--- src/rtl/light_phase_sequencer.sv ---
// Traffic light phase sequencer: min-green / yellow / all-red clearance around lane changes.
// Optional MAX_GREEN_EN macro forces a changeover to the next direction after MAX_GREEN cycles.
module light_phase_sequencer #(
  parameter int MIN_GREEN    = 20,
  parameter int YELLOW_TIME  = 4,
  parameter int ALL_RED_TIME = 2,
  parameter int CNT_W        = 8,
  parameter int MAX_GREEN    = 60
) (
  input  logic       clk,
  input  logic       rst,
  input  logic [7:0] laneRequest,
  output logic [7:0] green,
  output logic [7:0] yellow,
  output logic [7:0] red,
  output logic [1:0] activeDir,
  output logic       phaseChange
);

  typedef enum logic [1:0] {
    ST_ALL_RED = 2'd0,
    ST_GREEN   = 2'd1,
    ST_YELLOW  = 2'd2
  } state_t;

  localparam logic [CNT_W-1:0] AR_LAST  = CNT_W'(ALL_RED_TIME - 1);
  localparam logic [CNT_W-1:0] MIN_LAST = CNT_W'(MIN_GREEN - 1);
  localparam logic [CNT_W-1:0] Y_LAST   = CNT_W'(YELLOW_TIME - 1);

  if (MIN_GREEN < 1 || YELLOW_TIME < 1 || ALL_RED_TIME < 1 ||
      MAX_GREEN <= MIN_GREEN || MAX_GREEN >= (1 << CNT_W) ||
      MIN_GREEN >= (1 << CNT_W) || YELLOW_TIME >= (1 << CNT_W) ||
      ALL_RED_TIME >= (1 << CNT_W)) begin : g_param_check
    $error("light_phase_sequencer: illegal timing parameters");
  end

  state_t           state_q, state_d;
  logic [CNT_W-1:0] cnt_q, cnt_d;
  logic [1:0]       cur_q, cur_d;
  logic [1:0]       pend_q, pend_d;
  logic             served_q, served_d;
  logic [7:0]       green_q, green_d;
  logic [7:0]       yellow_q, yellow_d;
  logic [7:0]       red_q;
  logic [1:0]       active_q, active_d;
  logic             phase_q, phase_d;

  logic [7:0] pair_mask [4];
  logic [3:0] req_hit;
  logic       req_valid;
  logic [1:0] req_dir;

  // Lane pair masks and exact-match request decode; anything else is "no request".
  for (genvar gi = 0; gi < 4; gi++) begin : g_pair
    assign pair_mask[gi] = 8'h03 << (2 * gi);
    assign req_hit[gi]   = (laneRequest == pair_mask[gi]);
  end

  assign req_valid = |req_hit;

  always_comb begin
    req_dir = 2'd0;
    for (int i = 0; i < 4; i++) begin
      if (req_hit[i]) req_dir = 2'(i);
    end
  end

  always_comb begin
    state_d  = state_q;
    cnt_d    = cnt_q;
    cur_d    = cur_q;
    pend_d   = pend_q;
    served_d = served_q;
    case (state_q)
      ST_ALL_RED: begin
        if (cnt_q != AR_LAST) begin
          cnt_d = cnt_q + 1'b1;
        end else if (served_q) begin
          state_d = ST_GREEN;
          cnt_d   = '0;
          cur_d   = pend_q;
        end else if (req_valid) begin
          state_d = ST_GREEN;
          cnt_d   = '0;
          cur_d   = req_dir;
          pend_d  = req_dir;
        end
      end
      ST_GREEN: begin
`ifdef MAX_GREEN_EN
        if (cnt_q >= MIN_LAST && req_valid && req_dir != cur_q) begin
          state_d = ST_YELLOW;
          cnt_d   = '0;
          pend_d  = req_dir;
        end else if (cnt_q == CNT_W'(MAX_GREEN - 1)) begin
          // Forced rotation N->E->S->W->N regardless of the request.
          state_d = ST_YELLOW;
          cnt_d   = '0;
          pend_d  = cur_q + 2'd1;
        end else begin
          cnt_d = cnt_q + 1'b1;
        end
`else
        if (cnt_q != MIN_LAST) begin
          cnt_d = cnt_q + 1'b1;
        end else if (req_valid && req_dir != cur_q) begin
          state_d = ST_YELLOW;
          cnt_d   = '0;
          pend_d  = req_dir;
        end
`endif
      end
      ST_YELLOW: begin
        if (cnt_q == Y_LAST) begin
          state_d  = ST_ALL_RED;
          cnt_d    = '0;
          served_d = 1'b1;
        end else begin
          cnt_d = cnt_q + 1'b1;
        end
      end
      default: begin
        state_d = ST_ALL_RED;
        cnt_d   = '0;
      end
    endcase
  end

  // Light outputs are registered from the next state so they change with the state.
  always_comb begin
    green_d  = (state_d == ST_GREEN)  ? pair_mask[cur_d] : 8'h00;
    yellow_d = (state_d == ST_YELLOW) ? pair_mask[cur_d] : 8'h00;
    phase_d  = (state_d == ST_GREEN) && (state_q != ST_GREEN);
    active_d = phase_d ? cur_d : active_q;
  end

  always_ff @(posedge clk) begin
    if (rst) begin
      state_q  <= ST_ALL_RED;
      cnt_q    <= '0;
      cur_q    <= 2'd0;
      pend_q   <= 2'd0;
      served_q <= 1'b0;
      green_q  <= 8'h00;
      yellow_q <= 8'h00;
      red_q    <= 8'hFF;
      active_q <= 2'd0;
      phase_q  <= 1'b0;
    end else begin
      state_q  <= state_d;
      cnt_q    <= cnt_d;
      cur_q    <= cur_d;
      pend_q   <= pend_d;
      served_q <= served_d;
      green_q  <= green_d;
      yellow_q <= yellow_d;
      red_q    <= ~(green_d | yellow_d);
      active_q <= active_d;
      phase_q  <= phase_d;
    end
  end

  assign green       = green_q;
  assign yellow      = yellow_q;
  assign red         = red_q;
  assign activeDir   = active_q;
  assign phaseChange = phase_q;

endmodule

--- config.mk ---
export PLATFORM = sky130hd
export DESIGN_NAME = light_phase_sequencer
export DESIGN_NICKNAME = d
export VERILOG_FILES = /design/src/rtl/light_phase_sequencer.sv
export SDC_FILE = /design/constraint.sdc
export NUM_CORES = 1
export LEC_CHECK = 0
export CAP_MARGIN = 10
export CORE_MARGIN = 8
export CORE_UTILIZATION = 32
export DETAILED_ROUTE_END_ITERATION = 10
export GPL_TIMING_DRIVEN = 0
export SLEW_MARGIN = 20
export SYNTH_ARGS = -nofsm -noshare
export SYNTH_HDL_FRONTEND = slang
export SYNTH_SLANG_ARGS = --single-unit
--- constraint.sdc ---
create_clock -name clk -period 7.35 [get_ports clk]
set_clock_uncertainty 0.2 [all_clocks]
set_input_delay 1.47 -clock clk [delete_from_list [all_inputs] [get_ports clk]]
set_output_delay 1.47 -clock clk [all_outputs]
set_load 0.1 [all_outputs]
## After elaboration in Yosys (flattened, before gate mapping)

Index checks and enable logic that the tools add are counted.

| operators by class | value |
|---|---|
| bitwise gates (word level) | 3 |
| equality and inequality tests | 20 |
| reductions and logical operators | 8 |
| mux-type cells | 32 |
| order comparisons | 1 |
| add/subtract/negate cells | 1 |

Operator list:

| cell | count |
|---|---|
| 8-bit 2-to-1 mux | 10 |
| 2-bit 2-to-1 mux | 17 |
| 8-bit case mux with 3 select lines | 1 |
| 8-bit binary-select mux with 2-bit select | 1 |
| 8-bit by 2-bit equality test with 1-bit output, second input constant | 2 |
| 2-bit inequality test, second input constant | 5 |
| 8-bit by 1-bit adder with 8-bit output, second input constant | 1 |
| 8-bit by 4-bit equality test with 1-bit output, second input constant | 1 |
| 8-bit by 6-bit equality test with 1-bit output, second input constant | 1 |
| 8-bit equality test, second input constant | 1 |
| 8-bit by 1-bit inequality test with 1-bit output, second input constant | 1 |
| 8-bit by 5-bit inequality test with 1-bit output, second input constant | 1 |
| 8-bit NOT | 1 |
| 8-bit OR | 1 |
| 2-bit case mux with 3 select lines | 1 |
| 6-bit AND reduction | 1 |
| 2-bit by 1-bit equality test with 1-bit output, second input constant | 2 |
| 2-bit equality test, second input constant | 2 |
| 4-bit inequality test, second input constant | 1 |
| 2-bit case mux with 2 select lines | 1 |
| 2-bit AND reduction | 2 |
| 4-bit OR reduction | 1 |
| 3-bit >= comparator, second input constant | 1 |
| 3-bit inequality test, second input constant | 1 |
| 7 further kinds | 8 |

| storage, ports and cells | value |
|---|---|
| word-level logic and storage cells | 75 |
| output and inout bits | 27 |
| register bits | 42 |
| input port bits | 10 |

## Longest topological paths before layout

Gate-level depths: netlist (run 1).

| logic depth | value |
|---|---|
| depth after elaboration | 15 |
| mapped depth | 9 |
| gate-level depth less buffers | 8 |

## Worst setup path after synthesis (run 1)

Ideal clock, no wire load.

| path | value |
|---|---|
| path type | input to register |
| start | input port laneRequest[7] |
| end | register pend_q[0] |
| arrival time | 3.033 ns |
| stages on the path | 6 |
| library setup time | 0.121 ns |
| data required time | 7.029 ns |
| path buffers | 0 |
| slack | 3.997 ns |
| path through | nor4bb_1 -> o21a_1 -> mux2_2 -> o211ai_1 -> o22ai_1 -> mux2_2 |

| on the way | value |
|---|---|
| longest elaborated chain between the ends | 8 |
| elaborated cells between the ends (all ways) | 19 |
| classes of those cells | eq/ne: 7; mux: 9; reduce/logical: 3 |

Ends and longest elaborated chain:

| element | RTL line | text |
|---|---|---|
| start, declared | 12 | `input logic [7:0] laneRequest,` |
| 8-bit by 4-bit equality test with 1-bit output | 56 | `assign req_hit[gi] = (laneRequest == pair_mask[gi]);` |
| 1-bit 2-to-1 mux | 64 | `if (req_hit[i]) req_dir = 2'(i);` |
| 2-bit 2-to-1 mux (2 in series) | 64 |  |
| 2-bit inequality test / 2-bit 2-to-1 mux (equally long branches) | 106, 82 |  |
| 1-bit logical AND / 2-bit 2-to-1 mux (equally long branches) | 106, 78 |  |
| 2-bit inequality test (no source line) / 2-bit 2-to-1 mux (equally long branches) | -- |  |
| 6-bit AND reduction (no source line) / 2-bit case mux with 2 select lines (equally long branches) | -- |  |
| end signal, assigned | 153 | `pend_q <= pend_d;` |
| end, declared | 40 | `logic [1:0] pend_q, pend_d;` |

Parallel ways exist; a longest one is shown, timed or not. The select of a mux whose other input is x is not followed.
A chain may end at the register's enable or synchronous reset.

## Final worst setup path (run 1)

Same ends and word-level chain as after synthesis.

==> results of run 1 <==
[cells in the final DEF, fill, tap and decap left out, drive strengths merged, types with 5 or more instances in the layout]
cell type / n
a21oi: 6
and3: 5
buf: 13
clkbuf: 9
clkdlybuf4s50: 36
dfxtp: 30
inv: 5
nand2: 12
nand3: 13
nor2: 16
nor3: 10
o21ai: 6
[critical path, cell delays in order]
cell and delay, ps:
clkdlybuf4s50_1 540, nor4bb_1 410, o21a_1 210, mux2_2 340, o211ai_1 390, o22ai_1 210, mux2_2 290
[logic make-up after synthesis]
| kind of cell | after synthesis | synth area share, % |
|---|---|---|
| flip-flops | 30 | 37.8 |
| adder cells (fa/ha/maj) | 2 | 1.57 |
| buffers and inverters | 21 | 8.27 |
| AND/OR/NAND/NOR | 81 | 28.9 |
| multiplexers | 3 | 2.13 |
| XOR/XNOR | 6 | 3.31 |
| AO/OA/AOI/OAI | 37 | 18.0 |
[layout make-up]
cell class	instances	area, um^2	share of cell area [%]
repair buffers	36	360	16.6
flip-flops and latches	30	601	27.6
inverters	5	18.8	0.863
multi-input cells	129	857	39.4
clock inverters	2	60.1	2.76
clock buffers	6	82.6	3.80
well taps	67	83.8	3.85
plain buffers	16	113	5.18
[through the flow]
step | utilization (%) | hold WS, ps
after floorplan | - | 260
after global placement | 42.8 | 246
after detailed placement | 42.8 | 249
after CTS | 45.8 | 266
after global routing | 45.8 | 306
final | 45.8 | 264
[power breakdown]
group / internal (mW) / switching [mW]
Combinational: 0.0422 / 0.0563
Clock: 0.145 / 0.0613
Sequential: 0.170 / 0.00831
[routing by layer]
layer  routed length, um  GRT usage [%]  share of wire [%]  up-vias
li1                    -              -                  -      732
met1                1790           12.2                 48      638
met3                 262           3.59                7.1        5
met5                   0              0                  0        -
met4                  59           4.23                1.6        0
met2                1590           16.3                 43       35
[path summary, 6_finish.rpt]
check,cells after the start,slack (ps),start,to
max reg2reg,7,4650,cnt_q[0],yellow[6]
min reg2reg,2,260,activeDir[1],activeDir[1]
max,7,3460,laneRequest[7],pend_q[0]
min,2,260,activeDir[1],activeDir[1]
[state kept, by name (all words and copies together) (netlist names)]
register,flops
yellow,4
pend_q,2
served_q,1
red,4
green,4
phaseChange,1
state_q,2
activeDir,2
cur_q,2
cnt_q,8
==> results.toml, run 1 <==
[clock_network]
cts_max_path_buffers = 2
holdBufCountCts = 0
cts_buffers = 5
cts_sinks = 30
post_cts_resized = 0
clk_pin_slew_worst_paths_ps = 70
cts-root-buf = "clkbuf_8"
cts_setup_buffers = 0
cts_max_level = 2
insertion_delay_ps = 280
cts_tree = "built"

[cells_and_area]
area.growth.synth_to_final_pct = 36.9
final_nets = 235
drive_gt1_share_pct = 17.9
final_cells = 291
diodes = 0
design_area_um2 = 2180
fillers = 480

[placement]
io_buffers = 36
dp_hpwl_um = 2910
place_area_um2 = 2030
dp.cells = 283
gp_congestion = 0.783
dp_slack_ps = 3150

[detailed_routing]
post_drt_wl_per_cell_um = 12.7
vias_per_cell = 4.85
wl_um = 3700
drc = 0
antenna_left = 0
first_iter_violations = 79
vias = 1410
first_pass_iters = 4

[sta]
tightest_slew_ps = 984
tns_ps = 0
max_freq_mhz = 257
worst_slack_ps = 3460
min_period_ps = 3890
fin_crit_sh_pct = 52.9
max_slew_margin_pct = 34.2
setup_violations = 0
drv_slew = 0
rsz0062_at_grt = "false"
hold_viol_final = 0

[global_route]
overflow = 0
grt_max_degree = 11
grt_pass1_vias = 1339
grt_pass1_wl_um = 6130
grt.total_usage_pct = 10.2
antenna_found_initial = 0

[synth]
synth_cell_types = 49
ys_top_cells_by_area = "dfxtp_1, buf_4, nand3_1, nor2_1, nor3_1"
async_flop_share_pct = 0
post_synth.cell_area_avg_um2 = 8.83
synth_commonest_cells = "dfxtp_1, nor2_1, nand3_1, buf_4, nand2_1"
synth_ff_type = "dfxtp_1"
yosys_warnings = 0
synth_top_cell_area_share_pct = 37.8
syn_inst = 180
synth-seq-cells = 30
synth_edf_count = 0
synth-seq-area-share_pct = 37.8
synth.net_count = 192
synth_most_common_cell = "dfxtp_1"
syn-cell-area_um2 = 1590
synth_top_area_cell = "dfxtp_1"

[run]
drv_cap = 0

[setup_path]
critPathLaunchType = "input port"
critPathRequiredTime_ps = 7320
path_max_fanout = 5
cp.arrival_ps = 3860
critical_path_class = "input port to flip-flop"
cp-end-kind = "flip-flop"

[power]
finalPower_mw = 0.483
vdd_ir_drop_max_mv = 0.147
p_leak_nw = 0.802
power_density_nw_per_um2 = 222

[floorplan]
start_util_pct = 33.4
boundaryPins = 37
core_um2 = 4750
rows = 25
dieWidth_um = 86.5
design.die.area_um2 = 7480
die_h_um = 86.5

[run_status]
outcome = "finished, final reports clean"

[worst_hold_path]
hp-class = "flip-flop to flip-flop"
No activity file was read; power rests on OpenSTA's default activity.
==> run 2: changes to the inputs <==
==> constraint.sdc (replaced) <==
create_clock -name clk -period 3.6 [get_ports clk]
set_clock_uncertainty 0.2 [all_clocks]
set_input_delay 0.72 -clock clk [delete_from_list [all_inputs] [get_ports clk]]
set_output_delay 0.72 -clock clk [all_outputs]
set_load 0.1 [all_outputs]
==> results of run 2 <==
The final DEF is identical to that of run 1. Status: finished, final reports clean.
Among the figures that moved: setup slack after placement 3150 ps -> 149 ps; setup slack after layout 3460 ps -> 460 ps; register-to-register setup slack 4650 ps -> 900 ps; total power 0.483 mW -> 0.985 mW; worst IR drop on VDD 0.147 mV -> 0.300 mV
